`src/rtl/ram_pkg.sv`:
```
// Shared defaults and FSM state encoding for the RAM burst sequencer.
package ram_pkg;

    localparam int unsigned ADDR_W_DEF = 4;
    localparam int unsigned DATA_W_DEF = 8;

    typedef enum logic [2:0] {
        IDLE,
        WRITE,
        RD_ISSUE,
        RD_CAPT,
        RD_OUT
    } state_t;

endpackage

```
`src/rtl/ram_seq_master_if.sv`:
```
// Command, write-beat, read-beat and RAM-side signals of the burst sequencer.
interface ram_seq_master_if
    import ram_pkg::*;
#(
    parameter int unsigned ADDR_W = ADDR_W_DEF,
    parameter int unsigned DATA_W = DATA_W_DEF
);

    logic              cmd_valid;
    logic              cmd_ready;
    logic              cmd_write;
    logic [ADDR_W-1:0] cmd_addr;
    logic [ADDR_W-1:0] cmd_len;

    logic              wd_valid;
    logic              wd_ready;
    logic [DATA_W-1:0] wd_data;

    logic              rd_valid;
    logic              rd_ready;
    logic [DATA_W-1:0] rd_data;
    logic              rd_last;

    logic              done;

    logic [ADDR_W-1:0] ram_addr;
    logic              ram_wr_en;
    logic [DATA_W-1:0] ram_wdata;
    logic [DATA_W-1:0] ram_rdata;

    // Sequencer side
    modport master (
        input  cmd_valid, cmd_write, cmd_addr, cmd_len,
        input  wd_valid, wd_data,
        input  rd_ready,
        input  ram_rdata,
        output cmd_ready, wd_ready, rd_valid, rd_data, rd_last, done,
        output ram_addr, ram_wr_en, ram_wdata
    );

    // Environment side (command source, data producer/consumer, RAM)
    modport slave (
        output cmd_valid, cmd_write, cmd_addr, cmd_len,
        output wd_valid, wd_data,
        output rd_ready,
        output ram_rdata,
        input  cmd_ready, wd_ready, rd_valid, rd_data, rd_last, done,
        input  ram_addr, ram_wr_en, ram_wdata
    );

endinterface

```
`src/rtl/ram_seq_master.sv`:
```
// Burst sequencer: turns write/read burst commands into single-port RAM cycles.
module ram_seq_master
    import ram_pkg::*;
#(
    parameter int unsigned ADDR_W = ADDR_W_DEF,
    parameter int unsigned DATA_W = DATA_W_DEF
) (
    input  logic             clk,
    input  logic             reset,
    ram_seq_master_if.master bus
);

    state_t            r_state;
    logic [ADDR_W-1:0] r_base;
    logic [ADDR_W-1:0] r_len;
    logic [ADDR_W-1:0] r_count;
    logic              r_cmd_ready;
    logic              r_wd_ready;
    logic              r_rd_valid;
    logic              r_rd_last;
    logic [DATA_W-1:0] r_rd_data;
    logic              r_done;
    logic [ADDR_W-1:0] r_ram_addr;
    logic              r_ram_wr_en;
    logic [DATA_W-1:0] r_ram_wdata;

    logic w_cmd_fire;
    logic w_wd_fire;
    logic w_rd_fire;
    logic w_last;

    assign w_cmd_fire = bus.cmd_valid & r_cmd_ready;
    assign w_wd_fire  = bus.wd_valid & r_wd_ready;
    assign w_rd_fire  = r_rd_valid & bus.rd_ready;
    assign w_last     = (r_count == r_len);

    // Burst FSM; the read address is registered on entry to RD_ISSUE so the
    // synchronous RAM returns data while the FSM sits in RD_CAPT.
    always_ff @(posedge clk or negedge reset) begin
        if (!reset) begin
            r_state     <= IDLE;
            r_base      <= '0;
            r_len       <= '0;
            r_count     <= '0;
            r_cmd_ready <= 1'b1;
            r_wd_ready  <= 1'b0;
            r_rd_valid  <= 1'b0;
            r_rd_last   <= 1'b0;
            r_rd_data   <= '0;
            r_done      <= 1'b0;
            r_ram_addr  <= '0;
            r_ram_wr_en <= 1'b0;
            r_ram_wdata <= '0;
        end else begin
            r_ram_wr_en <= 1'b0;
            r_done      <= 1'b0;
            case (r_state)
                IDLE: begin
                    if (w_cmd_fire) begin
                        r_base      <= bus.cmd_addr;
                        r_len       <= bus.cmd_len;
                        r_count     <= '0;
                        r_cmd_ready <= 1'b0;
                        if (bus.cmd_write) begin
                            r_wd_ready <= 1'b1;
                            r_state    <= WRITE;
                        end else begin
                            r_ram_addr <= bus.cmd_addr;
                            r_state    <= RD_ISSUE;
                        end
                    end
                end
                WRITE: begin
                    if (w_wd_fire) begin
                        r_ram_wr_en <= 1'b1;
                        r_ram_addr  <= r_base + r_count;
                        r_ram_wdata <= bus.wd_data;
                        if (w_last) begin
                            r_wd_ready  <= 1'b0;
                            r_cmd_ready <= 1'b1;
                            r_done      <= 1'b1;
                            r_state     <= IDLE;
                        end else begin
                            r_count <= r_count + ADDR_W'(1);
                        end
                    end
                end
                RD_ISSUE: begin
                    r_state <= RD_CAPT;
                end
                RD_CAPT: begin
                    r_rd_data  <= bus.ram_rdata;
                    r_rd_valid <= 1'b1;
                    r_rd_last  <= w_last;
                    r_state    <= RD_OUT;
                end
                RD_OUT: begin
                    if (w_rd_fire) begin
                        r_rd_valid <= 1'b0;
                        r_rd_last  <= 1'b0;
                        if (w_last) begin
                            r_cmd_ready <= 1'b1;
                            r_done      <= 1'b1;
                            r_state     <= IDLE;
                        end else begin
                            r_count    <= r_count + ADDR_W'(1);
                            r_ram_addr <= r_base + r_count + ADDR_W'(1);
                            r_state    <= RD_ISSUE;
                        end
                    end
                end
                default: begin
                    r_state <= IDLE;
                end
            endcase
        end
    end

    assign bus.cmd_ready = r_cmd_ready;
    assign bus.wd_ready  = r_wd_ready;
    assign bus.rd_valid  = r_rd_valid;
    assign bus.rd_data   = r_rd_data;
    assign bus.rd_last   = r_rd_last;
    assign bus.done      = r_done;
    assign bus.ram_addr  = r_ram_addr;
    assign bus.ram_wr_en = r_ram_wr_en;
    assign bus.ram_wdata = r_ram_wdata;

endmodule

```
`src/flat_wrapper.sv`:
```
// flat-port wrapper written by rule: the top's interface ports become plain ports
module ram_seq_master_flat import ram_pkg::*;
#(
    parameter int unsigned ADDR_W = ADDR_W_DEF,
    parameter int unsigned DATA_W = DATA_W_DEF
)
  (clk, reset, bus_cmd_valid, bus_cmd_write, bus_cmd_addr, bus_cmd_len, bus_wd_valid, bus_wd_data, bus_rd_ready, bus_ram_rdata, bus_cmd_ready, bus_wd_ready, bus_rd_valid, bus_rd_data, bus_rd_last, bus_done, bus_ram_addr, bus_ram_wr_en, bus_ram_wdata);
  ram_seq_master_if #(.ADDR_W(ADDR_W), .DATA_W(DATA_W)) bus_i ();
  input  logic clk;
  input  logic reset;
  input wire logic [$bits(bus_i.cmd_valid)-1:0] bus_cmd_valid;
  input wire logic [$bits(bus_i.cmd_write)-1:0] bus_cmd_write;
  input wire logic [$bits(bus_i.cmd_addr)-1:0] bus_cmd_addr;
  input wire logic [$bits(bus_i.cmd_len)-1:0] bus_cmd_len;
  input wire logic [$bits(bus_i.wd_valid)-1:0] bus_wd_valid;
  input wire logic [$bits(bus_i.wd_data)-1:0] bus_wd_data;
  input wire logic [$bits(bus_i.rd_ready)-1:0] bus_rd_ready;
  input wire logic [$bits(bus_i.ram_rdata)-1:0] bus_ram_rdata;
  output wire logic [$bits(bus_i.cmd_ready)-1:0] bus_cmd_ready;
  output wire logic [$bits(bus_i.wd_ready)-1:0] bus_wd_ready;
  output wire logic [$bits(bus_i.rd_valid)-1:0] bus_rd_valid;
  output wire logic [$bits(bus_i.rd_data)-1:0] bus_rd_data;
  output wire logic [$bits(bus_i.rd_last)-1:0] bus_rd_last;
  output wire logic [$bits(bus_i.done)-1:0] bus_done;
  output wire logic [$bits(bus_i.ram_addr)-1:0] bus_ram_addr;
  output wire logic [$bits(bus_i.ram_wr_en)-1:0] bus_ram_wr_en;
  output wire logic [$bits(bus_i.ram_wdata)-1:0] bus_ram_wdata;
  assign bus_i.cmd_valid = bus_cmd_valid;
  assign bus_i.cmd_write = bus_cmd_write;
  assign bus_i.cmd_addr = bus_cmd_addr;
  assign bus_i.cmd_len = bus_cmd_len;
  assign bus_i.wd_valid = bus_wd_valid;
  assign bus_i.wd_data = bus_wd_data;
  assign bus_i.rd_ready = bus_rd_ready;
  assign bus_i.ram_rdata = bus_ram_rdata;
  assign bus_cmd_ready = bus_i.cmd_ready;
  assign bus_wd_ready = bus_i.wd_ready;
  assign bus_rd_valid = bus_i.rd_valid;
  assign bus_rd_data = bus_i.rd_data;
  assign bus_rd_last = bus_i.rd_last;
  assign bus_done = bus_i.done;
  assign bus_ram_addr = bus_i.ram_addr;
  assign bus_ram_wr_en = bus_i.ram_wr_en;
  assign bus_ram_wdata = bus_i.ram_wdata;
  ram_seq_master #(.ADDR_W(ADDR_W), .DATA_W(DATA_W)) u_core (.clk(clk), .reset(reset), .bus(bus_i));
endmodule
```
`config.mk`:
```
export PLATFORM = sky130hd
export DESIGN_NAME = ram_seq_master_flat
export DESIGN_NICKNAME = d
export VERILOG_FILES = /design/src/rtl/ram_pkg.sv /design/src/rtl/ram_seq_master_if.sv /design/src/rtl/ram_seq_master.sv /design/src/flat_wrapper.sv
export SDC_FILE = /design/constraint.sdc
export NUM_CORES = 1
export LEC_CHECK = 0
export CORE_UTILIZATION = 43
export DETAILED_ROUTE_END_ITERATION = 12
export GPL_ROUTABILITY_DRIVEN = 0
export HOLD_SLACK_MARGIN = 0.06
export PLACE_DENSITY = 0.72
export SLEW_MARGIN = 20
export SYNTH_ARGS = -nofsm -noshare
export SYNTH_HDL_FRONTEND = slang
export SYNTH_SLANG_ARGS = --single-unit
```
`constraint.sdc`:
```
create_clock -name clk -period 1.9 [get_ports clk]
set_input_delay 0.38 -clock clk [delete_from_list [all_inputs] [get_ports clk]]
set_output_delay 0.38 -clock clk [all_outputs]
set_load 0.02 [all_outputs]
```
==> results of run 1 <==
final timing paths:
path                                                    from                            endpoint  slack, ns  cells past startpoint
min in group asynchronous                              reset        u_core.r_base[3]$_DFFE_PN0P_       0.57                      2
worst min-delay path             u_core.r_len[0]$_DFFE_PN0P_         u_core.r_len[0]$_DFFE_PN0P_       0.50                      2
max in group asynchronous                              reset    u_core.bus.cmd_ready$_DFFE_PN1P_       0.77                      3
worst min register to register   u_core.r_len[0]$_DFFE_PN0P_         u_core.r_len[0]$_DFFE_PN0P_       0.50                      2
worst max-delay path            u_core.r_base[0]$_DFFE_PN0P_  u_core.bus.ram_addr[3]$_DFFE_PN0P_      -0.03                      6
worst max register to register  u_core.r_base[0]$_DFFE_PN0P_  u_core.bus.ram_addr[3]$_DFFE_PN0P_      -0.03                      6
layer usage:
metal  wire length (um)  GRT usage
met2               2160      0.338
met5                  0          0
met1               1900      0.251
met3                342     0.0655
met4                 82     0.0844
logic make-up (layout without fill, tap and decap cells):
| kind of cell | Yosys count | count (layout) |
|---|---|---|
| AND/OR/NAND/NOR | 69 | 69 |
| flip-flops | 41 | 41 |
| AO/OA/AOI/OAI | 31 | 31 |
| multiplexers | 22 | 22 |
| buffers and inverters | 13 | 91 |
| adder cells (fa/ha/maj) | 6 | 6 |
| XOR/XNOR | 6 | 6 |
cell type report:
cell class | instances | area (um^2) | share of cell area
Sequential cell | 41 | 1030 | 0.353
Multi-Input combinational cell | 134 | 973 | 0.335
Timing Repair Buffer | 78 | 732 | 0.252
Clock buffer | 5 | 68.8 | 0.0237
Tap cell | 52 | 65.1 | 0.0224
Clock inverter | 3 | 22.5 | 0.00775
Inverter | 5 | 18.8 | 0.00645
repair_timing:
item / CTS / global route
hold buffers: 1 / 0
endpoints found under the setup margin: 3 / 3
buffers inserted: 1 / 1
hold endpoints to repair: 19 / 0
resized for setup: 1 / 1
critical path, stage by stage, from the launching register on:
cell and delay, ns:
dfrtp_1 0.40, ha_2 0.20, fa_2 0.55, nand2_1 0.08, nor3_2 0.09, or3b_1 0.35
a32oi_1 0.18
Yosys cell counts (2+ instances only):
cell type / number
nand2_1: 38
nor2_1: 3
xnor2_1: 5
o21ai_0: 5
a21oi_1: 7
inv_1: 4
mux2_2: 18
buf_2: 2
nand3_1: 9
nor3b_2: 2
nand4b_1: 2
or3b_1: 3
dfrtp_1: 40
ha_1: 5
o211ai_1: 3
clkbuf_1: 3
and3_1: 2
nand2b_1: 2
mux2i_1: 4
cell usage in the layout, fill, tap and decap left out, drive strengths merged, types with 2 or more instances in the layout:
master         instances
nand4b                 2
and3                   2
ha                     5
o21ai                  5
o211ai                 4
dfrtp                 40
nor3                   2
xnor2                  5
buf                   23
nand2b                 2
clkbuf                 5
or3b                   3
nand3                  9
mux2i                  4
clkinvlp               3
nor2                   3
nor3b                  2
a21oi                  7
a31oi                  2
mux2                  18
clkdlybuf4s50         53
nand2                 38
inv                    5
flip-flops by register name, indices dropped and copies added, names as in the netlist:
signal and flops:
u_core.bus.ram_wdata 8, u_core.bus.ram_wr_en 1, u_core.bus.ram_addr 4, u_core.bus.wd_ready 1, u_core.bus.rd_valid 1, u_core.bus.rd_data 8, u_core.bus.cmd_ready 1, u_core.bus.rd_last 1
u_core.bus.done 1, u_core.r_len 4, u_core.r_base 4, u_core.r_count 4, u_core.r_state 3
power by group through the flow:
stage | Clock (mW) | Sequential [mW] | Combinational (mW)
after floorplan | 0 | 0.913 | 0.0139
after global placement | 0 | 0.901 | 0.134
after detailed placement | 0 | 0.902 | 0.135
after CTS | 0.604 | 0.885 | 0.138
after global routing | 0.639 | 0.886 | 0.148
final | 0.574 | 0.884 | 0.136
through the flow:
step / setup slack (ns) / std cells
2_1_floorplan: 0.00812 / 188
3_3_place_gp: 0.0167 / 307
3_5_place_dp: -0.0149 / 307
4_1_cts: -0.0229 / 317
5_1_grt: -0.105 / 318
6_report: -0.0278 / 318
==> impl_metrics.csv, run 1 <==
group,metric,value,unit
outcome,violations,"DRC, setup timing",
power,comb_power_share,0.085,
clock_network,cts_tree,"yes",
sta,skew,0.00548,ns
critical_path,crit_fanout,3,
outcome,status,"complete, but fails checks",
floorplan,die_width,71.0,um
critical_path,critical_path_class,"reg2reg",
clock_network,clockBufferDepth,2,
synth,synth_area,2050,um^2
critical_path,worstSetupEndpointType,"register",
power,power.share.switching,0.234,
sta,hold_viol,0,
synth,synthArstFlopShare,1.00,
synth,syn_inst,188,
sta,whs,0.499,ns
global_route,grt_pass1_vias,1779,
floorplan,die_h,71.0,um
synth,ys_warn_count,0,
power,switchingPower,0.373,mW
drt,drc,4,
clock_network,cts_htree_levels,2,
synth,yosys.area_share.simple,0.173,
floorplan,core.rowCount,24,
sta,rsz0062_at_grt,"true",
critical_path,cp-start-kind,"register",
clock_network,cts_buffers,5,
synth,yosysTopAreaCellShare,0.489,
drt,drt_iter0_markers,71,
power,power,1.59,mW
floorplan,pin_count,56,
drt,wl_per_cell,14.1,um
synth,ys_ff_latch,41,
layout,final_nets,301,
clock_network,root_buffer,"clkbuf_8",
power,p_leak,1.37,nW
drt,wirelength,4.49,mm
placed_design,placed_cell_area,2790,um^2
power,irDropWorstVdd,0.454,mV
power,power.density,548,nW/um^2
synth,netlist-cell-type-count,50,
sta,period_needed,1.93,ns
floorplan,core,4470,um^2
power,p_clk_frac,0.360,
synth,syn_avg_cell_area,10.9,um^2
sta,drv_slew,0,
global_route,grt_use_total,0.205,
synth,ys.flop_type,"dfrtp_1",
layout,area.growth.synth_to_final,42.1,%
global_route,grt_pass1_wl,7.91,mm
sta,tightest_slew,0.490,ns
sta,fin_ws,-0.0278,ns
drt,vias,1707,
sta,fmax,519,MHz
synth,synth_edf_count,0,
clock_network,clock_sinks,41,
layout,final_util,0.650,
layout,diodes,0,
synth,synth_compound_area_frac,0.110,
sta,min_period_over_period,1.01,
power,internal_power,1.22,mW
drt,dr.pass1.iters,9,
layout,fin_area,2910,um^2
placed_design,port-buffer-count,55,
global_route,grt_max_degree,23,
synth,synth-adder-area-share,0.0403,
sta,setup_viol,2,
synth,synth_mux_area_frac,0.119,
synth,synth_area_leaders,"dfrtp_1, mux2_2, nand2_1",
critical_path,cp.required,2.11,ns
placed_design,place_hpwl,3.38,mm
clock_network,clk_latency,0.29,ns
sta,tns,-0.0384,ns
floorplan,initial_core_util,0.457,
power,seqPwrFrac,0.555,
min_path,hp-class,"reg2reg",
layout,fill_cells,363,
global_route,antenna_found_initial,0,
drt,antenna_left,0,
layout,drive_gt1_frac,0.226,
synth,syn_nets,224,
clock_network,clkSlewWorstSetupHoldPaths,0.08,ns
job,drv_cap,0,
synth,synth_xor_area_frac,0.0257,
synth,synth_top_family_by_area,"simple AND/OR/NAND/NOR gates",
synth,seq_area_frac_synth,0.502,
drt,viasPerCell,5.37,
synth,synth_top_cell_by_area,"dfrtp_1",
floorplan,dieArea,5040,um^2
sta,relSlewSlack,0.673,
critical_path,arrival,2.14,ns
global_route,gr-total-overflow,0,
Power figures use the tool's default switching activity.
==> inputs of run 2 (changes only) <==
Settings changed: CORE_UTILIZATION 43 to 45, GPL_TIMING_DRIVEN set to 1, SKIP_LAST_GASP set to 1.
Clock period 1.9 ns to 2.3 ns, I/O delays scaled along.
==> run 2 against run 1 <==
Against the previous run: via count shrank 4.6%; the flow now finishes without violations; register-to-register slack gained 0.23 ns; highest routed layer unchanged; largest power group unchanged; clock power grew 4.9%; critical endpoint unchanged; sequential share of layout area grew 1.5 points; flip-flop and latch count is the same; first-iteration DRC count grew 7.0%; setup slack gained 0.23 ns.
==> impl_metrics.csv, run 2 (synthesis gave the netlist of run 1 again) <==
group,metric,value,unit
global_route,grt_pass1_wl,7.25,mm
clock_network,cts_htree_levels,2,
sta,hold_viol,0,
sta,fmax,478,MHz
floorplan,core,4350,um^2
layout,fill_cells,366,
placed_design,port-buffer-count,55,
clock_network,cts_buffers,5,
drt,wl_per_cell,14.0,um
floorplan,dieArea,4820,um^2
clock_network,cts.repair.resized,0,
layout,mostFrequentLayoutCells,"clkdlybuf4s50_1, dfrtp_1, nand2_1",
clock_network,cts_tree,"yes",
power,p_leak,1.30,nW
floorplan,die_h,69.4,um
sta,relSlewSlack,0.640,
sta,tns,0,ns
floorplan,core.rowCount,24,
clock_network,cts_setup_buffers,0,
outcome,status,"finished clean",
job,drv_cap,0,
sta,rsz0062_at_grt,"false",
global_route,grt_max_degree,19,
floorplan,pin_count,56,
layout,final_nets,285,
critical_path,worstSetupEndpointType,"register",
sta,period_needed,2.09,ns
power,irDropWorstVdd,0.360,mV
clock_network,clk_latency,0.29,ns
floorplan,die_width,69.4,um
critical_path,rr_startpoint,"u_core.r_count[0]$_DFFE_PN0P_",
clock_network,hold_buffers,1,
global_route,gr-total-overflow,0,
drt,wirelength,4.24,mm
critical_path,crit_fanout,5,
layout,drive_gt1_frac,0.160,
sta,setup_viol,0,
drt,antenna_left,0,
layout,diodes,0,
drt,drt_iter0_markers,76,
clock_network,clockBufferDepth,2,
clock_network,clock_sinks,41,
min_path,hp-class,"reg2reg",
placed_design,place_hpwl,3.19,mm
sta,min_period_over_period,0.910,
layout,multi_input_area,957,um^2
sta,tightest_slew,0.538,ns
sta,skew,0.00469,ns
global_route,antenna_found_initial,0,
layout,final_common_cell,"clkdlybuf4s50_1",
critical_path,crit_start,"u_core.r_count[0]$_DFFE_PN0P_",
critical_path,cp-start-kind,"register",
layout,fin_cells,302,
drt,drc,0,
placed_design,place_inst,293,
critical_path,arrival,2.30,ns
global_route,grt_use_total,0.191,
sta,drv_slew,0,
drt,dr.pass1.iters,4,
clock_network,clkSlewWorstSetupHoldPaths,0.08,ns
drt,vias,1629,
critical_path,cp.required,2.51,ns
layout,regArea,1030,um^2
clock_network,root_buffer,"clkbuf_8",
critical_path,critical_path_class,"reg2reg",
layout,area.growth.synth_to_final,36.2,%
floorplan,initial_core_util,0.470,
power,power.density,516,nW/um^2
drt,viasPerCell,5.39,
min_path,min_from,"u_core.r_base[2]$_DFFE_PN0P_",
global_route,grt_pass1_vias,1609,
==> run 2: worst paths after layout <==
kind                                                            to  slack [ns]  depth (start not counted)
worst min-delay path                  u_core.r_base[2]$_DFFE_PN0P_        0.50                          2
max in group asynchronous         u_core.bus.cmd_ready$_DFFE_PN1P_        1.19                          3
worst max register to register  u_core.bus.ram_addr[3]$_DFFE_PN0P_        0.21                          6
min in group asynchronous              u_core.r_len[1]$_DFFE_PN0P_        0.54                          2
worst min register to register        u_core.r_base[2]$_DFFE_PN0P_        0.50                          2
worst max-delay path            u_core.bus.ram_addr[3]$_DFFE_PN0P_        0.21                          6
==> run 2: layer usage <==
| metal | GRT usage | vias up | wire (um) |
|---|---|---|---|
| met5 | 0 | - | 0 |
| met4 | 0.0635 | 0 | 57 |
| met3 | 0.0799 | 6 | 338 |
| met2 | 0.303 | 46 | 1980 |
| met1 | 0.235 | 787 | 1860 |
| li1 | - | 790 | - |
==> run 2: cell type report <==
| type | count | share of cell area |
|---|---|---|
| Clock buffer | 6 | 0.0296 |
| Inverter | 5 | 0.00673 |
| Clock inverter | 2 | 0.0135 |
| Timing Repair Buffer | 62 | 0.215 |
| Tap cell | 52 | 0.0233 |
| Sequential cell | 41 | 0.368 |
| Multi-Input combinational cell | 134 | 0.343 |
==> run 2: power breakdown <==
group	internal [mW]	leakage, nW	total (mW)	switching (mW)
logic	0.0649	0.722	0.107	0.0416
registers	0.727	0.525	0.731	0.00333
clock network	0.353	0.0574	0.602	0.249
total	1.14	1.30	1.44	0.294
==> run 2: worst max-delay path, cell delays in order (launching register included) <==
cell     delay, ns
dfrtp_1       0.46
ha_1          0.26
fa_1          0.55
nand2_1       0.10
nor3_2        0.09
or3b_1        0.35
a32oi_1       0.20
==> run 2: per-stage QoR <==
stage               utilization  setup WS [ns]  hold WS, ns  power, mW  instance area, um^2
floorplan                     -          0.371        0.164      0.766                 2050
global route              0.641          0.109        0.514       1.49                 2790
detailed placement        0.611          0.167        0.331      0.852                 2660
CTS                       0.641          0.199        0.498       1.46                 2790
global placement          0.611          0.208        0.330      0.850                 2660
finish                    0.641          0.206        0.498       1.44                 2790
